==> src/rtl/branch_resolve_unit.sv <==
// Registered branch-resolution stage: evaluates all six conditional branch types,
// computes target/redirect PC, flags mispredictions and keeps saturating statistics.
module branch_resolve_unit #(
  parameter int XLEN       = 32,
  parameter int CNT_W      = 16,
  parameter int INSN_BYTES = 4
) (
  input  logic             clk_i,
  input  logic             rst_ni,
  input  logic             in_valid_i,
  output logic             in_ready_o,
  input  logic [2:0]       funct3_i,
  input  logic [XLEN-1:0]  in_1_i,
  input  logic [XLEN-1:0]  in_2_i,
  input  logic [XLEN-1:0]  pc_i,
  input  logic [XLEN-1:0]  imm_i,
  input  logic             pred_taken_i,
  input  logic             flush_i,
  output logic             out_valid_o,
  input  logic             out_ready_i,
  output logic             equel_o,
  output logic             taken_o,
  output logic [XLEN-1:0]  target_o,
  output logic [XLEN-1:0]  redirect_pc_o,
  output logic             mispredict_o,
  output logic             illegal_o,
  output logic [CNT_W-1:0] br_count_o,
  output logic [CNT_W-1:0] misp_count_o
);

  typedef struct packed {
    logic            equel;
    logic            taken;
    logic [XLEN-1:0] target;
    logic [XLEN-1:0] redirect;
    logic            mispredict;
    logic            illegal;
  } result_t;

  result_t          res_s, res_d, res_q;
  logic             out_valid_d, out_valid_q;
  logic [CNT_W-1:0] br_cnt_d, br_cnt_q, misp_cnt_d, misp_cnt_q;
  logic             eq_s, lt_s, ltu_s;
  logic [XLEN-1:0]  fall_s;
  logic             accept_s, retire_s;

  function automatic logic [CNT_W-1:0] sat_inc(input logic [CNT_W-1:0] v);
    if (&v) begin
      sat_inc = v;
    end else begin
      sat_inc = v + CNT_W'(1);
    end
  endfunction

  assign in_ready_o = !out_valid_q | out_ready_i;
  assign accept_s   = in_valid_i & in_ready_o & !flush_i;
  // A flushed result leaves without being counted.
  assign retire_s   = out_valid_q & out_ready_i & !flush_i;

  // Branch evaluation of the operation currently presented.
  always_comb begin
    eq_s   = (in_1_i == in_2_i);
    lt_s   = ($signed(in_1_i) < $signed(in_2_i));
    ltu_s  = (in_1_i < in_2_i);
    fall_s = pc_i + XLEN'(INSN_BYTES);
    res_s            = '0;
    res_s.equel      = eq_s;
    res_s.target     = pc_i + imm_i;
    case (funct3_i)
      3'b000:  res_s.taken = eq_s;
      3'b001:  res_s.taken = !eq_s;
      3'b100:  res_s.taken = lt_s;
      3'b101:  res_s.taken = !lt_s;
      3'b110:  res_s.taken = ltu_s;
      3'b111:  res_s.taken = !ltu_s;
      default: res_s.illegal = 1'b1;
    endcase
    res_s.redirect   = res_s.taken ? res_s.target : fall_s;
    res_s.mispredict = res_s.taken ^ pred_taken_i;
  end

  // Handshake, result capture and saturating statistics next-state.
  always_comb begin
    out_valid_d = out_valid_q;
    res_d       = res_q;
    br_cnt_d    = br_cnt_q;
    misp_cnt_d  = misp_cnt_q;
    if (flush_i) begin
      out_valid_d = 1'b0;
    end else if (accept_s) begin
      out_valid_d = 1'b1;
    end else if (out_ready_i) begin
      out_valid_d = 1'b0;
    end else begin
      out_valid_d = out_valid_q;
    end
    if (accept_s) begin
      res_d = res_s;
    end else begin
      res_d = res_q;
    end
    if (retire_s) begin
      br_cnt_d = sat_inc(br_cnt_q);
      if (res_q.mispredict) begin
        misp_cnt_d = sat_inc(misp_cnt_q);
      end else begin
        misp_cnt_d = misp_cnt_q;
      end
    end else begin
      br_cnt_d   = br_cnt_q;
      misp_cnt_d = misp_cnt_q;
    end
  end

  // State registers.
  always_ff @(posedge clk_i or negedge rst_ni) begin
    if (!rst_ni) begin
      out_valid_q <= 1'b0;
      res_q       <= '0;
      br_cnt_q    <= '0;
      misp_cnt_q  <= '0;
    end else begin
      out_valid_q <= out_valid_d;
      res_q       <= res_d;
      br_cnt_q    <= br_cnt_d;
      misp_cnt_q  <= misp_cnt_d;
    end
  end

  assign out_valid_o   = out_valid_q;
  assign equel_o       = res_q.equel;
  assign taken_o       = res_q.taken;
  assign target_o      = res_q.target;
  assign redirect_pc_o = res_q.redirect;
  assign mispredict_o  = res_q.mispredict;
  assign illegal_o     = res_q.illegal;
  assign br_count_o    = br_cnt_q;
  assign misp_count_o  = misp_cnt_q;

endmodule

==> config.mk <==
export PLATFORM = sky130hd
export DESIGN_NAME = branch_resolve_unit
export DESIGN_NICKNAME = d
export VERILOG_FILES = /design/src/rtl/branch_resolve_unit.sv
export SDC_FILE = /design/constraint.sdc
export NUM_CORES = 1
export LEC_CHECK = 0
export BUFFER_PORTS_ARGS = -buffer_cell sky130_fd_sc_hd__buf_4
export CAP_MARGIN = 20
export CORE_MARGIN = 5
export CORE_UTILIZATION = 52
export DETAILED_ROUTE_END_ITERATION = 10
export HOLD_SLACK_MARGIN = 0.03
export PLACE_DENSITY = 0.92
export SLEW_MARGIN = 20
export SYNTH_ARGS = -nofsm -noshare
export SYNTH_HDL_FRONTEND = slang
export SYNTH_SLANG_ARGS = --single-unit
export TNS_END_PERCENT = 1
==> constraint.sdc <==
create_clock -name clk_i -period 2.2 [get_ports clk_i]
set_input_delay 0.22 -clock clk_i [delete_from_list [all_inputs] [get_ports clk_i]]
set_output_delay 0.22 -clock clk_i [all_outputs]
set_load 0.005 [all_outputs]
---- Yosys cells after proc, flatten, opt, wreduce, memory -nomap -nowiden ----
Index checks and enable logic that the tools add are counted.
word-level totals
  register bits after elaboration ......... 101
  input bits .............................. 137
  output and inout port bits .............. 102
  logic and storage cells ................. 47
cells by class
  add/sub/neg operators ................... 4
  magnitude comparators ................... 2
  equal/unequal tests ..................... 6
  muxes and demuxes ....................... 6
  bitwise operators ....................... 8
  reductions and logical operators ........ 12
operators by type and width
  operator                                                                count
  32-bit less-than comparator                                             2
  16-bit by 1-bit adder with 16-bit output (second input constant)        2
  32-bit by 3-bit adder with 32-bit output (second input constant)        1
  32-bit adder                                                            1
  32-bit equality test                                                    1
  32-bit 2-to-1 mux                                                       1
  16-bit AND reduction                                                    2
  3-bit equality test (second input constant)                             4
  1-bit one-hot mux with 6 select lines                                   1
  6-bit OR reduction                                                      1
  1-bit zero test                                                         5
  1-bit bitwise AND                                                       4
  1-bit 2-to-1 mux                                                        4
  3-bit by 1-bit equality test with 1-bit output (second input constant)  1
  3-bit zero test                                                         1
  3-bit AND reduction                                                     1
  3-bit nonzero test                                                      1
  1-bit inverter                                                          2
  2-bit AND reduction                                                     1
  1-bit bitwise OR                                                        1
  1-bit XOR                                                               1

---- Depth between registers and ports, before layout ----
  depth after elaboration ................. 6
  mapped depth ............................ 15

---- Worst setup path after synthesis ----
Ideal clock, no wire load.
  kind .................................... input -> register
  start ................................... in in_2_i[13]
  end ..................................... reg res_q (netlist bit redirect_pc_o[19])
  data arrival time ....................... 2.652 ns
  required time ........................... 2.074 ns
  setup slack ............................. -0.578 ns
  stages on the path ...................... 13
  cell sequence ........................... inv_1 > ha_1 > a21oi_2 > nor2_1 > a2111oi_2 > a41oi_1 > o311ai_1 > a41oi_1 > a311o_1 > buf_2 > buf_6 > and3_4 > a221o_1
between the ends
  cells in the longest elaborated chain, start to end .. 4
ends and longest elaborated chain
  element                                              line        source
  from (decl)                                          14          input logic [XLEN-1:0] in_2_i,
  32-bit less-than comparator (tied with other cells)  64          ltu_s = (in_1_i < in_2_i);
  1-bit zero test, on equally long branches            75, 71, 73
  1-bit one-hot mux with 6 select lines (*)            69          case (funct3_i)
  32-bit 2-to-1 mux (*)                                78          res_s.redirect = res_s.taken ? res_s.target : fall_s;
  to (signal assigned)                                 124         res_q <= res_d;
  to (decl)                                            40          result_t res_s, res_d, res_q;
Every way passes the cells marked *; elsewhere a longest branch is shown, timed or not.
A chain may end at the register's enable or synchronous reset.

---- Final worst setup path ----
  start ................................... in in_2_i[25]
  end ..................................... reg res_q (netlist bit redirect_pc_o[19])
The elaborated chain is that of the path after synthesis.

==> impl_metrics.ini <==
[status]
outcome = finished with violations
violations = negative setup slack

[timing]
finClkSkew_ns = 0.00717
timing.final.crit_share_pct = 123
period_needed_ns = 2.71
finalWorstSetupSlack_ns = -0.513
rsz0062_at_grt = true
slew_viol_final = 0
max_slew_margin_pct = 72.7
whs_ns = 0.0597
max_slew.worst_pin.slew_ns = 0.408
max_freq_mhz = 369
hold_viol = 0
setup_viol = 40

[finish]
insertedDiodeCount = 0
syn_to_final_growth_pct = 53.7
fill_cells = 807
final_common_cell = buf_4
layout-drive-gt1-share_pct = 40.6
final_nets = 1358
final_cell_mix = 349 x buf_4, 101 x dfrtp_1, 89 x nand2_1
fin_area_um2 = 11000
layout.cells.non_filler = 1339
fin_util_pct = 80.3

[setup_path]
cp_cell_sequence = buf_4 -> inv_1 -> ha_4 -> a21oi_2 -> o21ai_2 -> a2111oi_4 -> a21oi_2 -> o311ai_1 -> a41oi_1 -> a311o_2 -> buf_12 -> and3_4 -> a221o_1
arrival_ns = 2.96
crit_type = input port to flip-flop
critPathBufInv = 3
cpPeakStageDelay_ns = 0.51
reg2reg_slack_ns = 0.13
cp_common_cell = a21oi_2
cpMaxStageDelayCell = a311o_2
cp-start-kind = input port
crit_fanout = 7
critPathRequiredTime_ns = 2.45
crit_family = compound AO/OA/AOI/OAI gates
cp-end-kind = flip-flop

[global_routing]
grt_max_degree = 50
grt_pass1_wl_um = 37700
antenna_found_initial = 0
grt.total_usage_pct = 28.5
overflow = 0
first_global_vias = 8052

[place]
dp.cells = 1319
io_buffers = 238
gp_congestion = 0.910
dp_hpwl_um = 18600
placed_area_um2 = 10100

[pwr]
p_per_area_nw_per_um2 = 619
ir_drop_uv = 550
power_mw = 6.82
p_leak_nw = 5.52

[die]
row_count = 43
die_h_um = 127
start_util_pct = 52.3
dieArea_um2 = 16200
io_pins = 239
core_area_um2 = 13700
die_w_um = 127

[logic_synthesis]
postSynthNetCount = 1005
synth_ff_type = dfrtp_1
synthCells = 801
async_reset_ff_share_pct = 100
synth_area_leaders = dfrtp_1 35%, ha_1 12%, xnor2_1 6.6%
yosysTopAreaCell = dfrtp_1
syn_area_um2 = 7170
synth_warnings = 0
synth-seq-area-share_pct = 35.3
ys_ff_latch = 101
synth-edff-count = 0
avgSynthCellArea_um2 = 8.95
synth.distinct_cells = 63
yosysTopAreaCellShare_pct = 35.3

[cts]
clock_sink_count = 101
insertion_delay_ns = 0.36
cts-root-buf = clkbuf_16
htreeDepth = 3
numCtsBuffers = 9
cts_tree = yes
clk_path_buf_depth = 2
clk_pin_slew_ns = 0.08

[min_path]
hold_class = input port to flip-flop

[route]
vias_per_cell = 5.81
ant_nets = 0
first_iter_violations = 496
route.detailed.drc = 0
dr.pass1.iters = 5
num_vias = 7785
wire_per_inst_um = 19.0
routed_wl_um = 25500

[run]
maxCapViolCount = 0
worst reg2reg max path, delay by kind of cell, from the launching register on:
kind | cells | cell delay, ns
AOI/OAI and AO/OA | 1 | 0.10
and+or+nand+nor | 7 | 1.26
xor gates and xnor gates | 1 | 0.16
DFF | 1 | 0.44
cell families (layout without fill, tap and decap cells):
| group | after synthesis | after routing | share of synthesized area (%) |
|---|---|---|---|
| and+or+nand+nor | 286 | 286 | 19.1 |
| AOI/OAI and AO/OA | 176 | 176 | 17.6 |
| DFF | 101 | 101 | 35.3 |
| xor gates and xnor gates | 85 | 85 | 10.4 |
| buffers and inverters | 75 | 433 | 4.22 |
| adders and majority gates | 67 | 67 | 11.8 |
| muxes | 11 | 11 | 1.66 |
synth_stat cells, types with 21 or more instances:
cell type	instances
a221o_1	21
nor3_1	24
a21oi_1	32
xor2_1	31
nand3_1	38
o21ai_0	34
xnor2_1	54
ha_1	66
nand2_1	89
dfrtp_1	101
inv_1	49
a21o_1	33
nor2_1	64
final timing paths:
| kind | to | cells after the start | from |
|---|---|---|---|
| worst max-delay path | redirect_pc_o[19] | 13 | in_2_i[25] |
| worst min-delay path | out_valid_o | 2 | flush_i |
| worst max register to register | br_count_o[15] | 9 | br_count_o[7] |
| worst min register to register | target_o[26] | 1 | target_o[26] |
| max in group asynchronous | equel_o | 3 | rst_ni |
| min in group asynchronous | target_o[6] | 2 | rst_ni |
routing by layer:
| layer | vias to the layer above | global-route usage [%] | wire length (um) |
|---|---|---|---|
| li1 | 3564 | - | - |
| met1 | 3738 | 31.5 | 9160 |
| met2 | 392 | 52.3 | 13300 |
| met3 | 91 | 6.31 | 1940 |
| met4 | 0 | 11.9 | 1030 |
| met5 | - | 0 | 0 |
power by group:
part	internal [mW]	leakage (nW)	switching, mW
logic	1.48	4.08	1.21
registers	2.20	1.29	0.283
clock network	0.808	0.145	0.829
registers in the layout, indices dropped and copies added (netlist names):
register	count
redirect_pc_o	32
target_o	32
br_count_o	16
misp_count_o	16
equel_o	1
illegal_o	1
mispredict_o	1
out_valid_o	1
taken_o	1
layout make-up:
class	count	area [um^2]	area share (%)
inverter	49	206	1.87
multi-input combinational	625	4820	43.7
tap	180	225	2.04
clock buffer	9	225	2.04
sequential	101	2530	22.9
timing repair buffer	368	2940	26.7
clock inverter	7	75.1	0.681
through the flow:
step	setup TNS, ns	worst slack [ns]
floorplan	-11.89	-0.390
CTS	-7.58	-0.324
finish	-14.43	-0.513
global placement	-29.99	-0.722
global route	-20.48	-0.623
detailed placement	-35.30	-0.884
timing repair:
action	4_1_cts	5_1_grt
hold buffers	1	0
gates cloned	0	3
resized for setup	28	77
pin swaps	2	35
buffers inserted	0	0
endpoints found under the hold margin	26	0
endpoints found under the setup margin	49	57
Power figures use the tool's default switching activity.
